`config.mk`:
```
export PLATFORM = sky130hd
export DESIGN_NAME = approx_dot_acc
export DESIGN_NICKNAME = d
export VERILOG_FILES = /design/src/rtl/approx_dot_acc.sv
export SDC_FILE = /design/constraint.sdc
export NUM_CORES = 1
export LEC_CHECK = 0
export ABC_AREA = 0
export ABC_CLOCK_PERIOD_IN_PS = 2690
export CAP_MARGIN = 30
export CORE_ASPECT_RATIO = 0.9
export CORE_MARGIN = 4
export CORE_UTILIZATION = 48
export CTS_BUF_LIST = sky130_fd_sc_hd__clkbuf_4 sky130_fd_sc_hd__clkbuf_8
export CTS_CLUSTER_SIZE = 30
export DETAILED_ROUTE_END_ITERATION = 16
export PLACE_DENSITY = 0.79
export SLEW_MARGIN = 20
export SYNTH_ARGS = -nofsm -noshare
export SYNTH_HDL_FRONTEND = slang
export SYNTH_SLANG_ARGS = --single-unit
```
`constraint.sdc`:
```
create_clock -name clk -period 2.69 [get_ports clk]
set_input_delay 0.538 -clock clk [delete_from_list [all_inputs] [get_ports clk]]
set_output_delay 0.538 -clock clk [all_outputs]
set_load 0.005 [all_outputs]
```
`src/rtl/approx_dot_acc.sv`:
```
// Dot-product accumulator placed after the 8x8 approximate LUT multiplier.
// Operand pairs are registered onto the multiplier, and each product is added to the sum one cycle later.
module approx_dot_acc #(
  parameter int LEN   = 8,
  parameter int ACC_W = 24,
  parameter int SAT   = 1
) (
  input  logic             clk,
  input  logic             rst,
  input  logic             in_valid,
  output logic             in_ready,
  input  logic [7:0]       in_a,
  input  logic [7:0]       in_b,
  input  logic             in_last,
  output logic [7:0]       mul_a,
  output logic [7:0]       mul_b,
  input  logic [15:0]      mul_p,
  output logic             out_valid,
  input  logic             out_ready,
  output logic [ACC_W-1:0] out_sum,
  output logic [7:0]       out_count,
  output logic             out_ovf,
  output logic [1:0]       dbg_state
);

  // Handshakes: a transfer happens on a rising edge where valid && ready;
  // the sender holds its data stable while valid is high and ready is low.
  typedef enum logic [1:0] {
    S_IDLE  = 2'd0,
    S_ACCUM = 2'd1,
    S_DRAIN = 2'd2,
    S_OUT   = 2'd3
  } state_t;

  state_t           r_state;
  state_t           w_state_nxt;
  logic [7:0]       r_mul_a;
  logic [7:0]       r_mul_b;
  logic             r_pipe_v;
  logic [ACC_W-1:0] r_acc;
  logic [7:0]       r_cnt;
  logic             r_ovf;
  logic             r_out_valid;
  logic [ACC_W-1:0] r_out_sum;
  logic [7:0]       r_out_count;
  logic             r_out_ovf;

  logic             w_in_ready;
  logic             w_accept;
  logic [8:0]       w_cnt_inc;
  logic             w_complete;
  logic [ACC_W:0]   w_sum_ext;
  logic             w_carry;
  logic [ACC_W-1:0] w_acc_add;
  logic [ACC_W-1:0] w_acc_nxt;
  logic             w_ovf_nxt;
  logic             w_out_hs;

  assign w_in_ready = (r_state == S_IDLE) || (r_state == S_ACCUM);
  assign w_accept   = in_valid && w_in_ready;
  assign w_out_hs   = r_out_valid && out_ready;

  // A vector ends on in_last or when this pair brings the count up to LEN.
  assign w_cnt_inc  = {1'b0, r_cnt} + 9'd1;
  assign w_complete = in_last || (w_cnt_inc == 9'(LEN));

  // One extra bit catches the carry-out used for the sticky overflow flag.
  assign w_sum_ext = {1'b0, r_acc} + {{(ACC_W-15){1'b0}}, mul_p};
  assign w_carry   = w_sum_ext[ACC_W];
  assign w_acc_add = (w_carry && (SAT != 0)) ? {ACC_W{1'b1}} : w_sum_ext[ACC_W-1:0];
  assign w_acc_nxt = r_pipe_v ? w_acc_add : r_acc;
  assign w_ovf_nxt = r_ovf | (r_pipe_v & w_carry);

  always_comb begin
    w_state_nxt = r_state;
    case (r_state)
      S_IDLE, S_ACCUM: begin
        if (w_accept) begin
          w_state_nxt = w_complete ? S_DRAIN : S_ACCUM;
        end
      end
      S_DRAIN: w_state_nxt = S_OUT;
      S_OUT: begin
        if (w_out_hs) begin
          w_state_nxt = S_IDLE;
        end
      end
      default: w_state_nxt = S_IDLE;
    endcase
  end

  always_ff @(posedge clk or posedge rst) begin
    if (rst) begin
      r_state  <= S_IDLE;
      r_mul_a  <= '0;
      r_mul_b  <= '0;
      r_pipe_v <= 1'b0;
    end else begin
      r_state  <= w_state_nxt;
      r_pipe_v <= w_accept;
      if (w_accept) begin
        r_mul_a <= in_a;
        r_mul_b <= in_b;
      end
    end
  end

  // Accumulator, pair counter and sticky flag clear only on the output handshake.
  always_ff @(posedge clk or posedge rst) begin
    if (rst) begin
      r_acc <= '0;
      r_cnt <= '0;
      r_ovf <= 1'b0;
    end else if (w_out_hs) begin
      r_acc <= '0;
      r_cnt <= '0;
      r_ovf <= 1'b0;
    end else begin
      r_acc <= w_acc_nxt;
      r_ovf <= w_ovf_nxt;
      if (w_accept) begin
        r_cnt <= w_cnt_inc[7:0];
      end
    end
  end

  // DRAIN folds in the final product and publishes the result in the same edge.
  always_ff @(posedge clk or posedge rst) begin
    if (rst) begin
      r_out_valid <= 1'b0;
      r_out_sum   <= '0;
      r_out_count <= '0;
      r_out_ovf   <= 1'b0;
    end else if (w_out_hs) begin
      r_out_valid <= 1'b0;
    end else if (r_state == S_DRAIN) begin
      r_out_valid <= 1'b1;
      r_out_sum   <= w_acc_nxt;
      r_out_count <= r_cnt;
      r_out_ovf   <= w_ovf_nxt;
    end
  end

  assign in_ready  = w_in_ready;
  assign mul_a     = r_mul_a;
  assign mul_b     = r_mul_b;
  assign out_valid = r_out_valid;
  assign out_sum   = r_out_sum;
  assign out_count = r_out_count;
  assign out_ovf   = r_out_ovf;
  assign dbg_state = r_state;

endmodule

```
==> metrics, run 1 <==
n_diodes 0; clock sinks 86; Post-Syn Area 0.004279 mm^2; Crit Path Max Fanout 11; CP max-delay cell clkdlybuf4s50_1; Synth Flop Type dfrtp_1; Syn-to-layout area delta 37.13%; CTS tree built; Worst Hold Class reg2reg; Sequential cell area approximately 0.0022 mm^2; Static Leak 2.629 nW; Arrival @ worst endpoint 2.76 ns; Final Net Count ~630; Synth top area share 50.29%; Final Max Slew Viols 0; core footprint 0.008648 mm^2; die area 0.01049 mm^2; post-place instance area 0.005640 mm^2; Min Clock Period, post-route 2.565 ns; Worst path most repeated cell nand3_1; DRT antenna net count 0; Post-synth EDFFs 0; Pre-Repair DR Iteration Count 5; row count 32; Worst-Margin Slew between 0.7 and 0.8 ns; vias in the first global route 3836; maximum VDD drop 0.5930 mV; Worst setup EP type flip-flop; post-synth top area cell dfrtp_1; Critical Path RT 2.89 ns; max_cap viols 0; wire per inst 15.97 um; clk_lat worst skew 0.35 ns; width of the die 107.5 um; crit-path cells clkdlybuf4s50_1 -> ha_1 -> buf_4 -> o211ai_1 -> a21oi_4 -> o21a_1 -> nand3_1 -> nand3_1 -> buf_12 -> o22ai_1 -> o21ai_0; initial drt markers 244; Yosys Warn Count 0; dominant cells by area after synthesis dfrtp_1, nand2_1, ha_1, nor2_1, mux2_2; final design instance area without fill 0.005868 mm^2; Mapped Nets 500; first-pass GRT wire length 18560 um; Starting Density 49.48%; asr flop ratio synth 100.0%; Worst slew margin 47.79%; Yosys cell types 45; fraction of layout cells with a size suffix above 1 between 15 and 20%; TritonCTS buffer count 9; clock buffer depth 2; Seq/Total Area, Yosys approximately 50%; Worst Path Class, Setup in2reg; Total GRT Usage a little over a fifth; drc violations 0; CTS H-Tree Depth 3; fin util 67.85%; dpl hpwl 8537 um; #FFs+latches synth between 80 and 90; GRT overflow 0; max frequency slightly below 400 MHz; power density cells 1062 mW/mm^2; gpl congestion 0.9120; final hold violations 0; RSZ-0062 raised after global routing no; Critical path buffers and inverters 3; slowest stage delay, CP 0.41 ns; vias 3770; Final Setup Violations 0; largest net degree at the start of global routing 47; outcome finished, final reports clean; post-synthesis cell count approximately 450; Die Y 97.58 um; antenna violations before repair 0; clock root buffer clkbuf_8; area occupied by multi-input gates 0.002044 mm^2; hold slack final roughly 0.5 ns; IO buf count 89; syn_area_per_cell 9.616 um^2; PnR Total Power 6.231 mW; skew final 0.01128 ns; fill count 700; clk slew on worst S/H paths 0.09 ns; vias per cell approximately 5.4; IO Pins 90; WL final roughly 11000 um; Worst Setup Start Kind input pin; setup_tns 0 ns; Tcrit/Tclk final a little over nine tenths; CP top delay family compound AO/OA/AOI/OAI gates
-- cell families after synthesis --
group | Yosys count | synth area share, %
multiplexers | 21 | 5.380
buffers and inverters | 30 | 2.690
AO/OA/AOI/OAI | 101 | 14.09
AND/OR/NAND/NOR | 167 | 17.60
flip-flops | 86 | 50.29
XOR/XNOR | 22 | 4.503
adder cells (fa/ha/maj) | 18 | 5.439
-- through the flow --
stage          cells  setup WS (ns)
2_1_floorplan    445         0.1673
3_3_place_gp     682        -0.3492
3_5_place_dp     682        -0.4502
4_1_cts          698       0.003587
5_1_grt          700       0.007250
6_report         700         0.1248
-- per-layer routing --
layer  wire length (um)  part of all wire, %  global-route usage [%]
met4                 89                 0.80                   4.563
met3                808                  7.2                   5.781
met5                  0                    0                       0
met1               4948                   44                   30.29
met2               5335                   48                   34.99
-- placed cells by master (no fill, tap or decap), types with 4 or more instances in the layout --
master | synthesis | layout
o21a_1 | 4 | 4
nand3_1 | 8 | 8
o21ai_0 | 29 | 28
nand4_1 | 8 | 8
mux2_2 | 16 | 16
nor3_1 | 8 | 8
clkdlybuf4s50_1 | 0 | 88
and3_1 | 9 | 9
clkbuf_8 | 0 | 9
nor2_1 | 52 | 51
dfrtp_1 | 86 | 86
a21oi_1 | 33 | 32
and2_1 | 5 | 5
o22ai_1 | 9 | 9
a31oi_1 | 4 | 4
nand2b_1 | 5 | 4
ha_1 | 17 | 17
inv_1 | 10 | 9
mux2i_1 | 5 | 5
xor2_1 | 10 | 10
nand2_1 | 61 | 60
clkinvlp_4 | 0 | 5
xnor2_1 | 12 | 12
buf_4 | 0 | 49
-- area by class of cell --
| cell class | instances | share of cell area [%] |
|---|---|---|
| Inverter | 10 | 0.7036 |
| Timing Repair Buffer | 140 | 22.17 |
| Clock buffer | 9 | 2.111 |
| Tap cell | 119 | 2.537 |
| Multi-Input combinational cell | 329 | 34.84 |
| Clock inverter | 7 | 0.9595 |
| Sequential cell | 86 | 36.67 |
-- final timing paths --
path                                           from                       end  slack, ns  cells past startpoint
hold reg to reg            out_count[2]$_DFFE_PP0P_  out_count[2]$_DFFE_PP0P_       0.49                      2
hold / removal             out_count[2]$_DFFE_PP0P_  out_count[2]$_DFFE_PP0P_       0.49                      2
min in group asynchronous                       rst      mul_b[5]$_DFFE_PP0P_       0.59                      2
max in group asynchronous                       rst        r_acc[8]$_DFF_PP0_       1.50                      3
setup / recovery                           mul_p[3]    out_sum[7]$_DFFE_PP0P_       0.12                     11
setup reg to reg                 r_acc[3]$_DFF_PP0_    out_sum[7]$_DFFE_PP0P_       0.33                     10
-- synthesized netlist by cell type, drive strengths merged (3+ instances only) --
cell type and number:
nand3 8, nand2 61, nand4 8, inv 10
and2 5, o21ai 31, a21oi 33, o22ai 10
o211ai 3, a31oi 4, o31ai 3, ha 17
or4 3, mux2i 5, nor3 8, mux2 16
dfrtp 86, clkbuf 16, a211oi 3, or3 3
nand2b 5, o21a 4, xnor2 12, nor2 52
buf 4, xor2 10, and3 9
-- sequential cells by signal, summed over array words and instances (netlist names) --
name       flops
dbg_state      2
mul_a          8
mul_b          8
out_count      8
out_ovf        1
out_sum       24
out_valid      1
r_acc         24
r_cnt          8
r_ovf          1
r_pipe_v       1
-- power breakdown --
part	switching [mW]	total [mW]	internal (mW)	leakage [nW]
Combinational	1.53	3.29	1.76	1.46
Clock	0.482	0.825	0.343	0.0785
Sequential	0.341	2.12	1.78	1.09
Total	2.35	6.23	3.88	2.63
-- worst reg2reg max path, stage by stage (launching register included) --
cell and delay, ns:
dfrtp_1 0.41, ha_1 0.31, buf_4 0.15, o211ai_1 0.27, a21oi_4 0.06, o21a_1 0.22
nand3_1 0.11, nand3_1 0.15, buf_12 0.19, o22ai_1 0.23, o21ai_0 0.12
-- what timing repair did --
| item | in CTS | in global routing |
|---|---|---|
| setup endpoints to repair | 2 | 27 |
| pin swaps | 1 | 7 |
| gates resized for setup | 3 | 6 |
| gates cloned | 0 | 0 |
| hold buffers | 0 | 0 |
| buffers inserted | 0 | 2 |
Power figures use the tool's default switching activity.
==> run 2: changes to the inputs <==
Settings changed: CORE_UTILIZATION 48 to 45, HOLD_SLACK_MARGIN set to 0.15, PLACE_DENSITY 0.79 to 0.75.
==> run 2 against run 1 <==
- flip-flop and latch count unchanged
- die area increased by 6.1%
- via count increased by 0.27%
- setup slack got worse by 0.037 ns
- global-route usage decreased by 1.7 points
- critical endpoint is now out_sum[15]$_DFFE_PP0P_
- largest power group unchanged
- highest routed layer unchanged
==> metrics, run 2 (synthesis results as in run 1) <==
clk slew on worst S/H paths 0.09 ns (about the same); Arrival @ worst endpoint 2.89 ns (+0.13 ns); Worst setup EP type flip-flop; IO buf count 89 (unchanged); grt met3 use 5.102% (-0.68 points); Die Y 100.5 um (+3.0%); antenna violations before repair 0 (unchanged); PnR Total Power 6.279 mW (+0.77%); Post-Place Setup Slack -0.4206 ns (+0.02961 ns); GRT overflow 0 (unchanged); most frequent cells in the layout clkdlybuf4s50_1, dfrtp_1, nand2_1; CP max-delay cell or4_1; hold slack final 0.4877 ns (-0.001110 ns); vias per cell 5.392 (+0.12%); Pre-Repair DR Iteration Count 5 (unchanged); crit-path cells clkdlybuf4s50_1 -> buf_4 -> ha_1 -> a211oi_1 -> o21ai_2 -> o22ai_2 -> o31a_1 -> or4_1 -> and4_4 -> o21ai_2; placed cells 684 (+0.29%); IO Pins 90 (unchanged); dpl hpwl 8432 um (-1.2%); Critical Path RT 2.98 ns (+0.09 ns); CP top delay family compound AO/OA/AOI/OAI gates; Worst slew margin 44.55% (-3.2 points); hold buffers post-CTS 0 (unchanged); met2 GRT Util 32.51% (-2.5 points); largest net degree at the start of global routing 47 (unchanged); most common cell after layout, fill and taps aside clkdlybuf4s50_1; Static Leak 2.637 nW (+0.28%); sequential power share 33.6% (-0.4 points); row count 33 (+3.1%); grt peak-use layer met2; first-pass GRT wire length 18480 um (-0.45%); M1 GR Usage 28.23% (-2.1 points); Starting Density 46.47% (-3.0 points); Clock power frac 14.4% (+1.2 points); fin util 63.83% (-4.0 points); Critical path buffers and inverters 2 (-1); drc violations 0 (unchanged); vias in the first global route 3820 (-0.42%); slowest stage delay, CP 0.48 ns (+0.07 ns); Tcrit/Tclk final 96.74% (+1.4 points); Final Non-Filler Cells 701 (+0.14%); Crit Path Max Fanout 3 (-8); fraction of layout cells with a size suffix above 1 16.23% (-0.46 points); CTS H-Tree Depth 3 (unchanged); initial drt markers 209 (-14%); maximum VDD drop 0.5127 mV (-14%); clock root buffer clkbuf_8; Final Max Slew Viols 0 (unchanged); Final Worst Setup Slack 0.08761 ns (-0.03720 ns); max frequency 384.3 MHz (-1.4%); Min Clock Period, post-route 2.602 ns (+0.03720 ns); Switching Share 37.87% (+0.13 points); Worst Path Class, Setup in2reg; Worst path most repeated cell o21ai_2; die area 0.01114 mm^2 (+6.1%); outcome finished, final reports clean; clock sinks 86 (unchanged); switching power 2.378 mW (+1.1%); power density cells 1068 mW/mm^2 (+0.62%); TritonCTS buffer count 9 (unchanged); DRT antenna net count 0 (unchanged); Worst Hold Class reg2reg; clk_lat worst skew 0.36 ns (about the same); skew final 0.01086 ns (-0.0004186 ns); WL final 11080 um (-0.89%); final hold violations 0 (unchanged); Final Net Count 629 (-0.32%); Cell Int Power 3.901 mW (+0.56%); Worst Setup Start Kind input pin; Total GRT Usage 20.21% (-1.7 points); Syn-to-layout area delta 37.34%; gpl congestion 0.9141 (+0.23%); Worst-Margin Slew 0.8288 ns (+0.04556 ns); core footprint 0.009208 mm^2 (+6.5%); clock buffer depth 2 (unchanged); combinational power share 52.0% (-0.8 points); vias 3780 (+0.27%); width of the die 110.8 um (+3.0%); wire per inst 15.81 um (-1.0%); n_diodes 0 (unchanged); max_cap viols 0 (unchanged); Final Setup Violations 0 (unchanged); CTS tree built
## run 2: worst register-to-register path, stage by stage (launching register included)
cell and delay [ns]:
dfrtp_1 0.41, ha_1 0.30, buf_4 0.14, o211ai_1 0.30, a21oi_4 0.06, o21a_1 0.21
nand3_1 0.10, nand3_1 0.15, buf_12 0.19, o22ai_1 0.28, o21ai_0 0.13
## run 2: routing by layer
layer  vias up  share of wire (%)
met3        13                7.1
met1      1823                 46
li1       1817                  -
met2       127                 46
met4         0               0.93
met5         -                  0
## run 2: metrics by stage
stage | setup TNS [ns] | cell area, um^2
final | 0 | 5877
after global routing | -0.007312 | 5877
after CTS | 0 | 5853
after detailed placement | -12.63 | 5649
after global placement | -9.617 | 5649
after floorplan | 0 | 4283
## run 2: final timing paths
kind                                        startpoint                 endpoint  slack, ns  cells after the start
worst max-delay path                          mul_p[1]  out_sum[15]$_DFFE_PP0P_       0.09                     10
worst min-delay path            out_sum[6]$_DFFE_PP0P_   out_sum[6]$_DFFE_PP0P_       0.49                      2
worst max register to register      r_acc[3]$_DFF_PP0_   out_sum[5]$_DFFE_PP0P_       0.28                     10
worst min register to register  out_sum[6]$_DFFE_PP0P_   out_sum[6]$_DFFE_PP0P_       0.49                      2
max in group asynchronous                          rst      r_acc[10]$_DFF_PP0_       1.54                      3
min in group asynchronous                          rst     mul_a[0]$_DFFE_PP0P_       0.60                      2
## run 2: area by class of cell
class                           instances  area, um^2
Fill cell                             764        3331
Sequential cell                        86        2152
Clock buffer                            9       123.9
Tap cell                              122       152.6
Multi-Input combinational cell        329        2042
Inverter                               10       41.29
Timing Repair Buffer                  138        1296
Clock inverter                          7       68.82
## run 2: power groups by stage
| stage | registers, mW | clock network [mW] | logic [mW] |
|---|---|---|---|
| final | 2.11 | 0.903 | 3.26 |
| after global placement | 2.10 | 0 | 3.12 |
| after floorplan | 2.07 | 0 | 1.64 |
| after global routing | 2.17 | 0.970 | 3.59 |
| after CTS | 2.11 | 0.916 | 3.25 |
| after detailed placement | 2.14 | 0 | 3.21 |
## run 2: what timing repair did
action	4_1_cts	5_1_grt
buffers inserted	0	1
endpoints found under the setup margin	1	18
pin swaps	2	3
gates resized for setup	2	6
==> run 3: changes to the inputs <==
Settings changed: CORE_UTILIZATION 45 to 25, PLACE_DENSITY 0.75 to unset.
==> run 3 against run 2 <==
- maximum frequency is 2.1% lower
- setup slack worse by 0.055 ns
- cell count is 12% higher
- highest routed layer unchanged
- total power is 0.69% higher
- largest power group unchanged
- critical endpoint unchanged
- register-to-register slack better by 0.08 ns
==> metrics, run 3 (synthesis results as in run 1) <==
outcome finished, final reports clean; Crit Path Max Fanout 4 (+1); vias 3706 (-2.0%); Sequential cell area 0.002152 mm^2 (unchanged); IO buf count 89 (unchanged); area occupied by multi-input gates 0.002053 mm^2 (+0.55%); IO Pins 90 (unchanged); clk_lat worst skew 0.38 ns (+0.02 ns); width of the die 145.9 um (+32%); Min Clock Period, post-route 2.657 ns (+0.05473 ns); first-pass GRT wire length 18730 um (+1.3%); CTS H-Tree Depth 3 (unchanged); Worst Hold Class reg2reg; Final Worst Setup Slack 0.03288 ns (-0.05473 ns); reg2reg path depth 8 (-2); Worst setup EP type flip-flop; clock sinks 86 (unchanged); CTS tree built; TritonCTS buffer count 9 (unchanged); RR Endpoint out_sum[15]$_DFFE_PP0P_; final design instance area without fill 0.005998 mm^2 (+2.1%); vias per cell 4.715 (-13%); power density cells 1054 mW/mm^2 (-1.4%); Final Net Count 626 (-0.48%); clock root buffer clkbuf_8; Worst Hold Launch out_sum[16]$_DFFE_PP0P_; Reg2Reg Setup Slack 0.36 ns (+0.08 ns); RR Startpoint r_acc[3]$_DFF_PP0_; Tcrit/Tclk final 98.78% (+2.0 points); clock buffer depth 2 (unchanged); GRT overflow 0 (unchanged); clk slew on worst S/H paths 0.08 ns (about the same); DRT antenna net count 0 (unchanged); Starting Density 25.42% (-21 points); Pre-Repair DR Iteration Count 7 (+2); Worst slew margin 53.74% (+9.2 points); post-place instance area 0.005713 mm^2 (+1.1%); Final Max Slew Viols 0 (unchanged); most frequent cells in the layout clkdlybuf4s50_1, dfrtp_1, nand2_1; drc violations 0 (unchanged); wire per inst 14.27 um (-9.7%); maximum VDD drop 0.6798 mV (+33%); final hold violations 0 (unchanged); Total GRT Usage 11.90% (-8.3 points); initial drt markers 173 (-17%); largest net degree at the start of global routing 87 (+85%); crit path from mul_p[1]; max_cap viols 0 (unchanged); antenna violations before repair 0 (unchanged); Final Setup Violations 0 (unchanged); Critical Path RT 2.99 ns (about the same); core footprint 0.01683 mm^2 (+83%); RSZ-0062 raised after global routing no; vias in the first global route 3866 (+1.2%); Syn-to-layout area delta 40.18%; n_diodes 0 (unchanged); fill count 1689 (+120%); gpl congestion 0.8511 (-6.9%); Static Leak 2.627 nW (-0.37%); row count 45 (+36%); Post-Place Setup Slack -0.4624 ns (-0.04178 ns); Worst-Margin Slew 0.6939 ns (-0.1349 ns); max frequency 376.3 MHz (-2.1%); dpl hpwl 8127 um (-3.6%); fraction of layout cells with a size suffix above 1 16.17% (-0.061 points); Arrival @ worst endpoint 2.96 ns (+0.07 ns); Die Y 132.1 um (+31%); skew final 0.01353 ns (+0.002666 ns); die area 0.01928 mm^2 (+73%); Worst Setup Start Kind input pin; WL final 11220 um (+1.2%); critical path endpoint out_sum[15]$_DFFE_PP0P_; most common cell after layout, fill and taps aside clkdlybuf4s50_1; Worst Path Class, Setup in2reg
run 3: cell count changes in the layout (fill, tap and decap cells not counted), moves of 2 or more:
| cell | change |
|---|---|
| inv_6 | -3 |
| bufinv_16 | +3 |
| buf_12 | -2 |
| buf_4 | -2 |
| a21oi_1 | -2 |
| a21oi_2 | +2 |
| inv_8 | -3 |
run 3: worst max-delay path: stages:
cell             delay, ns
clkdlybuf4s50_1       0.43
buf_4                 0.14
ha_1                  0.28
a211oi_1              0.09
o21ai_2               0.27
o22ai_2               0.11
o31a_1                0.32
or4_1                 0.48
and4_4                0.20
o21ai_2               0.09
run 3: worst min path at each step:
stage | end | slack (ns) | depth (start not counted)
after global placement | out_sum[3]$_DFFE_PP0P_ | 0.46 | 2
after detailed placement | out_count[0]$_DFFE_PP0P_ | 0.47 | 2
after CTS | out_ovf$_DFFE_PP0P_ | 0.49 | 2
final | out_sum[16]$_DFFE_PP0P_ | 0.48 | 2
after global routing | out_count[5]$_DFFE_PP0P_ | 0.51 | 2
after floorplan | r_ovf$_DFF_PP0_ | 0.45 | 2
run 3: cell type report:
| class | count | area share [%] |
|---|---|---|
| clock buffer | 9 | 2.065 |
| tap | 211 | 4.401 |
| timing repair buffer | 135 | 20.88 |
| clock inverter | 6 | 1.856 |
| multi-input combinational | 329 | 34.23 |
| inverter | 10 | 0.6884 |
| sequential | 86 | 35.88 |
run 3: power breakdown:
group | switching, mW | leakage (nW) | internal, mW | total [mW]
logic | 1.44 | 1.43 | 1.72 | 3.16
registers | 0.296 | 1.09 | 1.78 | 2.07
clock network | 0.479 | 0.115 | 0.611 | 1.09
total | 2.22 | 2.63 | 4.11 | 6.32
run 3: stage by stage:
stage                     std cells  utilization, %  hold slack (ns)  total power [mW]  TNS (ns)
after floorplan                 445               -           0.4493             3.716         0
after global placement          770           33.94           0.4624             5.163    -11.46
after detailed placement        770           33.94           0.4661             5.225    -14.23
after CTS                       785           35.35           0.4924             6.373         0
after global routing            786           35.63           0.5150             6.848         0
final                           786           35.63           0.4815             6.322         0
run 3: routing by layer:
metal	vias to the layer above	part of all wire (%)	track usage, %
met3	9	5.4	4.022
met5	-	0	0
met1	1809	45	14.63
met2	82	49	19.97
met4	0	1.0	3.376
li1	1806	-	-
run 3: timing repair:
item                       CTS  global route
pin swaps                    0             5
gates resized for setup      1            11
setup endpoints to repair    3            31
hold buffers                 0             0
buffers inserted             0             1
hold endpoints to repair     0             0
cloned                       0             0
